<file path="src/rtl/unidade_controle.sv">
// unidade_controle: Moore control FSM for the memory/pattern game.
// All outputs are decoded from the current state (plus the blink-done flag
// when the end-of-game blink is built in).
// Optional build macro: PISCA_FIM_EN adds the end-of-game LED blink states
// pisca_on/pisca_off after fim_acertou.
module unidade_controle (
  input  logic       clock,
  input  logic       reset,
  input  logic       iniciar,
  input  logic       confirma,
  input  logic       acertouJogada,
  input  logic       jogadaAtualEQUALSacertoAnterior,
  input  logic       tem_jogada,
  input  logic       fimS,
  input  logic       fimLedsOn,
  input  logic       fimLedsOff,
  input  logic       fimPiscaLeds,
  input  logic       timeout,
  output logic       zeraT,
  output logic       zeraS,
  output logic       zeraR,
  output logic       zeraA,
  output logic       zeraL,
  output logic       zeraM,
  output logic       contaT,
  output logic       contaS,
  output logic       contaA,
  output logic       contaM,
  output logic       contaLedsOn,
  output logic       contaLedsOff,
  output logic       contaPiscadas,
  output logic       registraR,
  output logic       registraA,
  output logic       registraL,
  output logic       displayFromMem,
  output logic [1:0] displayAddr,
  output logic       apagarAcertos,
  output logic [3:0] db_estado
);

  // pisca_on/pisca_off are only reachable when PISCA_FIM_EN is defined;
  // otherwise they decode like the unused code F.
  typedef enum logic [3:0] {
    inicial     = 4'h0,
    preparacao  = 4'h1,
    escolheModo = 4'h2,
    mostraOn    = 4'h3,
    mostraOff   = 4'h4,
    espera      = 4'h5,
    registra    = 4'h6,
    compara     = 4'h7,
    contaAcerto = 4'h8,
    proxima     = 4'h9,
    fimAcertou  = 4'hA,
    fimErrou    = 4'hB,
    fimTimeout  = 4'hC,
    piscaOn     = 4'hD,
    piscaOff    = 4'hE
  } estado_t;

  estado_t estadoAtual;
  estado_t estadoNext;

`ifdef PISCA_FIM_EN
  // Set once the blink sequence is over: pisca_off is then held with all
  // outputs cleared until a new game is started.
  logic piscaFeito;

  // Blink-done flag: set on fimPiscaLeds in pisca_off, kept while held there.
  always_ff @(posedge clock or negedge reset) begin
    if (!reset) piscaFeito <= 1'b0;
    else        piscaFeito <= (estadoAtual == piscaOff) && (estadoNext == piscaOff) &&
                              (piscaFeito || fimPiscaLeds);
  end
`else
  logic unusedPisca;
  assign unusedPisca = fimPiscaLeds;
`endif

  // State register; reset forces inicial immediately.
  always_ff @(posedge clock or negedge reset) begin
    if (!reset) estadoAtual <= inicial;
    else        estadoAtual <= estadoNext;
  end

  // Next-state logic.
  always_comb begin
    estadoNext = estadoAtual;
    case (estadoAtual)
      inicial:     if (iniciar) estadoNext = preparacao;
      preparacao:  estadoNext = escolheModo;
      escolheModo: if (confirma) estadoNext = mostraOn;
      mostraOn:    if (fimLedsOn) estadoNext = mostraOff;
      mostraOff:   if (fimLedsOff) estadoNext = espera;
      espera: begin
        // timeout wins over a simultaneous button press
        if (timeout)         estadoNext = fimTimeout;
        else if (tem_jogada) estadoNext = registra;
      end
      registra:    estadoNext = compara;
      compara: begin
        if (!acertouJogada)                       estadoNext = fimErrou;
        else if (jogadaAtualEQUALSacertoAnterior) estadoNext = espera;
        else                                      estadoNext = contaAcerto;
      end
      contaAcerto: estadoNext = proxima;
      proxima:     estadoNext = fimS ? fimAcertou : mostraOn;
`ifdef PISCA_FIM_EN
      fimAcertou:  estadoNext = iniciar ? preparacao : piscaOn;
      piscaOn: begin
        if (iniciar)        estadoNext = preparacao;
        else if (fimLedsOn) estadoNext = piscaOff;
      end
      piscaOff: begin
        if (iniciar)                         estadoNext = preparacao;
        else if (piscaFeito || fimPiscaLeds) estadoNext = piscaOff;
        else if (fimLedsOff)                 estadoNext = piscaOn;
      end
`else
      fimAcertou:  if (iniciar) estadoNext = preparacao;
`endif
      fimErrou:    if (iniciar) estadoNext = preparacao;
      fimTimeout:  if (iniciar) estadoNext = preparacao;
      default:     estadoNext = inicial;
    endcase
  end

  // Output decode from state; the proxima clears are harmless when the
  // round ends because the fim states do not use timer/play registers.
  always_comb begin
    zeraT = 1'b0; zeraS = 1'b0; zeraR = 1'b0; zeraA = 1'b0; zeraL = 1'b0; zeraM = 1'b0;
    contaT = 1'b0; contaS = 1'b0; contaA = 1'b0; contaM = 1'b0;
    contaLedsOn = 1'b0; contaLedsOff = 1'b0; contaPiscadas = 1'b0;
    registraR = 1'b0; registraA = 1'b0; registraL = 1'b0;
    displayFromMem = 1'b0; displayAddr = 2'd0; apagarAcertos = 1'b0;
    case (estadoAtual)
      inicial:     apagarAcertos = 1'b1;
      preparacao: begin
        zeraT = 1'b1; zeraS = 1'b1; zeraR = 1'b1;
        zeraA = 1'b1; zeraL = 1'b1; zeraM = 1'b1;
      end
      escolheModo: begin contaM = 1'b1; displayFromMem = 1'b1; displayAddr = 2'd0; end
      mostraOn:    begin registraL = 1'b1; contaLedsOn = 1'b1; end
      mostraOff:   begin contaLedsOff = 1'b1; zeraL = 1'b1; end
      espera:      contaT = 1'b1;
      registra:    begin registraR = 1'b1; contaT = 1'b1; end
      compara:     contaT = 1'b1;
      contaAcerto: begin registraA = 1'b1; contaA = 1'b1; end
      proxima:     begin contaS = 1'b1; zeraT = 1'b1; zeraR = 1'b1; end
      fimAcertou:  begin displayFromMem = 1'b1; displayAddr = 2'd1; end
      fimErrou:    begin displayFromMem = 1'b1; displayAddr = 2'd2; end
      fimTimeout:  begin displayFromMem = 1'b1; displayAddr = 2'd3; end
`ifdef PISCA_FIM_EN
      piscaOn: begin
        contaLedsOn = 1'b1; contaPiscadas = 1'b1;
        displayFromMem = 1'b1; displayAddr = 2'd1;
      end
      piscaOff: begin
        if (!piscaFeito) begin
          contaLedsOff = 1'b1; apagarAcertos = 1'b1;
          displayFromMem = 1'b1; displayAddr = 2'd1;
        end
      end
`endif
      default: ;
    endcase
  end

  assign db_estado = estadoAtual;

endmodule
</file>
<file path="config.mk">
export PLATFORM = sky130hd
export DESIGN_NAME = unidade_controle
export DESIGN_NICKNAME = d
export VERILOG_FILES = /design/src/rtl/unidade_controle.sv
export SDC_FILE = /design/constraint.sdc
export NUM_CORES = 1
export LEC_CHECK = 0
export ABC_CLOCK_PERIOD_IN_PS = 2000
export CORE_MARGIN = 2
export CORE_UTILIZATION = 34
export CTS_BUF_LIST = sky130_fd_sc_hd__clkbuf_8 sky130_fd_sc_hd__clkbuf_16
export DETAILED_ROUTE_END_ITERATION = 10
export PLACE_DENSITY = 0.74
export SKIP_CTS_REPAIR_TIMING = 1
export SYNTH_ARGS = -nofsm -noshare
export SYNTH_HDL_FRONTEND = slang
export SYNTH_SLANG_ARGS = --single-unit
export TNS_END_PERCENT = 50
</file>
<file path="constraint.sdc">
create_clock -name clock -period 2 [get_ports clock]
set_input_delay 0.4 -clock clock [delete_from_list [all_inputs] [get_ports clock]]
set_output_delay 0.4 -clock clock [all_outputs]
set_load 0.05 [all_outputs]
</file>
==> flow_metrics.py, run 1 <==
metrics = {
    "outcome": {
        "status": "completed",
    },
    "synthesis": {
        "syn_area_per_cell_sq_um": 7.32,
        "syn_area_sq_um": 534,
        "synth_cell_types": 32,
        "ys_warn_count": 0,
        "postSynthCellCount": 73,
        "yosys_register_bits": 4,
        "synth_nets": 85,
        "ys_seq_area_share_pct": 18.7,
    },
    "finish": {
        "n_antenna_cell": 0,
        "largest_register_ffs": 4,
        "drive_gt1_share_pct": 53.4,
        "nFillCells": 96,
        "synthToLayoutAreaGrowth_pct": 120,
        "final_common_cell": "buf_12",
        "mostFrequentLayoutCells": "buf_12, clkdlybuf4s50_1, buf_4",
        "finalNetCount": 117,
    },
    "die": {
        "die_h_um": 43.6,
        "chipWidth_um": 43.6,
        "ios": 36,
        "rows": 14,
        "die-area_sq_mm": 0.00190,
        "core-area_sq_mm": 0.00149,
        "start_util_pct": 35.9,
    },
    "clock_tree": {
        "insertion_delay_ns": 0.22,
        "clk_path_buf_depth": 2,
        "cts-root-buf": "clkbuf_8",
        "tritoncts": "done",
        "cts_buffers": 3,
        "h-tree-depth": 1,
        "cts_num_sinks": 4,
        "clk_pin_slew_ns": 0.03,
    },
    "drt": {
        "drcViolationCount": 0,
        "vias": 663,
        "routed_wl_um": 1900,
        "wl_per_cell_um": 15.9,
        "ant_nets": 0,
        "drt_pass1_iterations": 4,
        "drtIter0Drc": 17,
        "vias_per_cell": 5.57,
    },
    "sta": {
        "fin_hold_ws_ns": 0.378,
        "max_freq_mhz": 509,
        "fin_crit_ns": 1.97,
        "tns_ns": 0,
        "fin_ws_ns": 0.0347,
        "setup_viol_count_final": 0,
        "final-hold-violation-count": 0,
        "rsz0062_at_grt": "no",
        "final.setup_skew_ns": 0.000119,
        "maxSlewViolCount": 0,
        "fin_crit_sh_pct": 98.3,
    },
    "global_route": {
        "grt_usage_pct": 21.2,
        "grt_antenna_before_repair": 0,
        "first_global_vias": 618,
        "grt_max_degree": 12,
        "globalRouteOverflowTotal": 0,
        "grt_first_pass_wirelength_um": 2910,
    },
    "placed_design": {
        "post-place-ws_ns": 0.0882,
        "hpwl_um": 1450,
        "port_buffers": 33,
        "place.gp.congestion": 0.829,
    },
    "critical_path": {
        "cp_data_required_time_ns": 1.60,
        "start_kind": "flip-flop",
        "crit_type": "flip-flop to output port",
        "crit_fanout": 9,
        "critPathArrivalTime_ns": 1.57,
        "end_kind": "output port",
    },
    "hold_path": {
        "holdCritPathClass": "primary input to asynchronous set/reset pin",
    },
    "job": {
        "max_cap_violations": 0,
    },
}
-- synthesized netlist by cell type --
cell type	count	area share (%)
a211oi_1	1	1.4
a21oi_1	4	3.7
a221oi_2	1	2.8
a22oi_1	1	1.4
a31oi_1	2	2.3
and3_1	1	1.2
buf_2	2	1.9
buf_4	7	9.8
buf_6	1	2.1
clkbuf_1	1	0.70
conb_1	1	0.70
dfrtp_1	4	19
inv_1	4	2.8
mux2_4	1	2.8
mux2i_1	1	1.9
nand2_1	4	2.8
nand2b_1	2	2.3
nand3_1	1	0.94
nor2_1	11	7.7
nor2b_1	1	1.2
nor3_1	5	4.7
nor3b_1	1	1.4
nor4_1	1	1.2
nor4b_2	1	2.8
o2111ai_1	1	1.6
o21a_4	1	2.8
o21ai_0	5	4.7
o22ai_1	2	2.3
o32ai_2	1	3.0
or2_2	2	2.3
or3b_4	1	2.1
xnor2_1	1	1.6
-- final timing paths --
check                        startpoint             end  slack, ns  cells past startpoint
min in group clock         db_estado[1]    db_estado[1]       0.68                      1
min reg2reg                db_estado[1]    db_estado[1]       0.68                      1
min                               reset    db_estado[0]       0.38                      1
max                        db_estado[0]  displayFromMem       0.03                      3
max in group asynchronous         reset    db_estado[0]       1.44                      1
max reg2reg                db_estado[2]    db_estado[1]       0.18                      5
-- stage by stage --
step | std cells | cell area (sq um) | util, %
after floorplan | 73 | 668 | -
after global placement | 116 | 1130 | 76.0
after detailed placement | 116 | 1130 | 76.0
after CTS | 119 | 1170 | 78.7
after global routing | 119 | 1170 | 78.9
final | 119 | 1170 | 78.9
-- cell type report --
type / count / area [sq um] / share of cell area [%]
Multi-Input combinational cell: 54 / 443 / 37.7
Inverter: 4 / 15.0 / 1.28
Timing Repair Buffer: 38 / 548 / 46.6
Tap cell: 16 / 20.0 / 1.70
Clock buffer: 3 / 41.3 / 3.51
Sequential cell: 4 / 108 / 9.16
-- logic make-up after synthesis --
group                  Yosys count  share of synthesized area (%)
XOR/XNOR                         1                           1.64
AO/OA/AOI/OAI                   19                           26.2
multiplexers                     2                           4.68
buffers and inverters           15                           17.3
AND/OR/NAND/NOR                 31                           30.7
flip-flops                       4                           18.7
other                            1                          0.702
-- worst max-delay path, stage by stage (launching register included) --
cell and delay (ns):
dfrtp_4 0.54, or3b_4 0.43, o22ai_2 0.20, buf_12 0.16
-- layer usage --
| layer | routed length, um | track usage, % | vias to the layer above | part of all wire (%) |
|---|---|---|---|---|
| li1 | - | - | 314 | - |
| met1 | 698 | 25.4 | 313 | 37 |
| met2 | 1050 | 36.5 | 30 | 56 |
| met3 | 86 | 1.67 | 6 | 4.5 |
| met4 | 57 | 12.7 | 0 | 3.0 |
| met5 | 0 | 0 | - | 0 |
Power of run 1 is not shown: default switching activity piles up to over one toggle a cycle in this logic, so the estimate is an artifact.
==> inputs of run 2 (changes only) <==
--- a/config.mk
+++ b/config.mk
@@ -15,4 +15,4 @@
 export SYNTH_ARGS = -nofsm -noshare
 export SYNTH_HDL_FRONTEND = slang
 export SYNTH_SLANG_ARGS = --single-unit
-export TNS_END_PERCENT = 50
+export TNS_END_PERCENT = 20
==> run 2 against run 1 <==
Compared with the run above: wire length shrank 7.9%; design area is 1.5% higher; utilization increased by 1.2 points; flip-flop and latch count unchanged; clock skew is 0.0021 ns higher.
==> flow_metrics.py, run 2 (same netlist as run 1, synthesis figures left out) <==
metrics = {
    "drt": {
        "drt_pass1_iterations": 4,
        "drcViolationCount": 0,
        "met2_length_um": 915,
        "vias_per_cell": 5.35,
        "wl_met3_um": 120,
        "ant_nets": 0,
        "wl_per_cell_um": 14.6,
        "route.top_layer_used": "met4",
        "drtIter0Drc": 8,
        "vias": 642,
        "route.layer.met1.wl_um": 680,
        "routed_wl_um": 1750,
    },
    "clock_tree": {
        "clk_path_buf_depth": 2,
        "insertion_delay_ns": 0.23,
        "clk_pin_slew_ns": 0.03,
        "cts_num_sinks": 4,
        "h-tree-depth": 1,
        "cts-root-buf": "clkbuf_8",
        "cts_buffers": 3,
        "tritoncts": "done",
    },
    "global_route": {
        "grt_antenna_before_repair": 0,
        "grt_usage_pct": 21.4,
        "grt_max_degree": 15,
        "grt_first_pass_wirelength_um": 2850,
        "globalRouteOverflowTotal": 0,
        "first_global_vias": 610,
    },
    "sta": {
        "tns_ns": 0,
        "fin_crit_ns": 1.99,
        "setup_viol_count_final": 0,
        "final-hold-violation-count": 0,
        "maxSlewViolCount": 0,
        "max_freq_mhz": 502,
        "fin_crit_sh_pct": 99.7,
        "rsz0062_at_grt": "yes",
        "final.setup_skew_ns": 0.00222,
    },
    "finish": {
        "finalNetCount": 117,
        "nFillCells": 89,
        "final_common_cell": "buf_12",
        "largest_register_ffs": 4,
        "drive_gt1_share_pct": 51.9,
        "n_antenna_cell": 0,
        "mostFrequentLayoutCells": "buf_12, clkdlybuf4s50_1, buf_4",
        "synthToLayoutAreaGrowth_pct": 123,
    },
    "critical_path": {
        "crit_fanout": 14,
        "cp_cell_sequence": "or3b_4, o22ai_4, buf_12",
        "start_kind": "flip-flop",
        "slowest_stage": "dfrtp_4",
        "end_kind": "output port",
        "worstRegToRegCells": 5,
        "rrSetupSlack_ns": 0.15,
        "crit_type": "flip-flop to output port",
        "critPathArrivalTime_ns": 1.59,
        "cp_data_required_time_ns": 1.60,
        "max_stage_delay_ns": 0.56,
    },
    "die": {
        "start_util_pct": 35.9,
        "core-area_sq_mm": 0.00149,
        "die_h_um": 43.6,
        "die-area_sq_mm": 0.00190,
        "rows": 14,
        "ios": 36,
        "chipWidth_um": 43.6,
    },
    "placed_design": {
        "port_buffers": 33,
        "place.gp.congestion": 0.906,
        "hpwl_um": 1410,
    },
    "job": {
        "max_cap_violations": 0,
    },
    "hold_path": {
        "holdCritPathClass": "primary input to asynchronous set/reset pin",
    },
    "outcome": {
        "status": "completed",
    },
}
## run 2: worst max-delay path, delay by kind of cell (launching register included)
family                 cells  cell delay (ns)
flip-flops                 1             0.56
AND/OR/NAND/NOR            1             0.46
AO/OA/AOI/OAI              1             0.19
buffers and inverters      1             0.16
## run 2: worst paths after layout
| check | endpoint | from |
|---|---|---|
| worst max-delay path | displayFromMem | db_estado[0] |
| worst min-delay path | db_estado[0] | reset |
| worst max register to register | db_estado[1] | db_estado[0] |
| worst min register to register | db_estado[2] | db_estado[2] |
| max in group asynchronous | db_estado[0] | reset |
| min in group clock | db_estado[2] | db_estado[2] |
## run 2: layer usage
layer  GRT usage, %  vias up
met5              0        -
met4           12.7        0
met3           6.25        4
met2           32.6       22
met1           26.6      301
li1               -      315
## run 2: stage by stage
stage / instance area (sq um) / worst slack, ns / std cells / hold slack, ns / util (%)
CTS: 1170 / -0.0180 / 120 / 0.368 / 78.9
detailed placement: 1130 / 0.0834 / 116 / 0.611 / 75.9
finish: 1190 / 0.00651 / 120 / 0.369 / 80.1
global route: 1190 / -0.0372 / 120 / 0.370 / 80.1
global placement: 1130 / 0.127 / 116 / 0.606 / 75.9
floorplan: 644 / -0.167 / 73 / 0.104 / -
## run 2: final cells by class
class	count	area, sq um	share of cell area, %
Tap cell	16	20.0	1.68
Inverter	4	15.0	1.26
Sequential cell	4	106	8.92
Multi-Input combinational cell	54	445	37.4
Timing Repair Buffer	38	561	47.0
Clock buffer	3	41.3	3.46
Clock inverter	1	3.75	0.315
Power of run 2 is left out for the same reason.
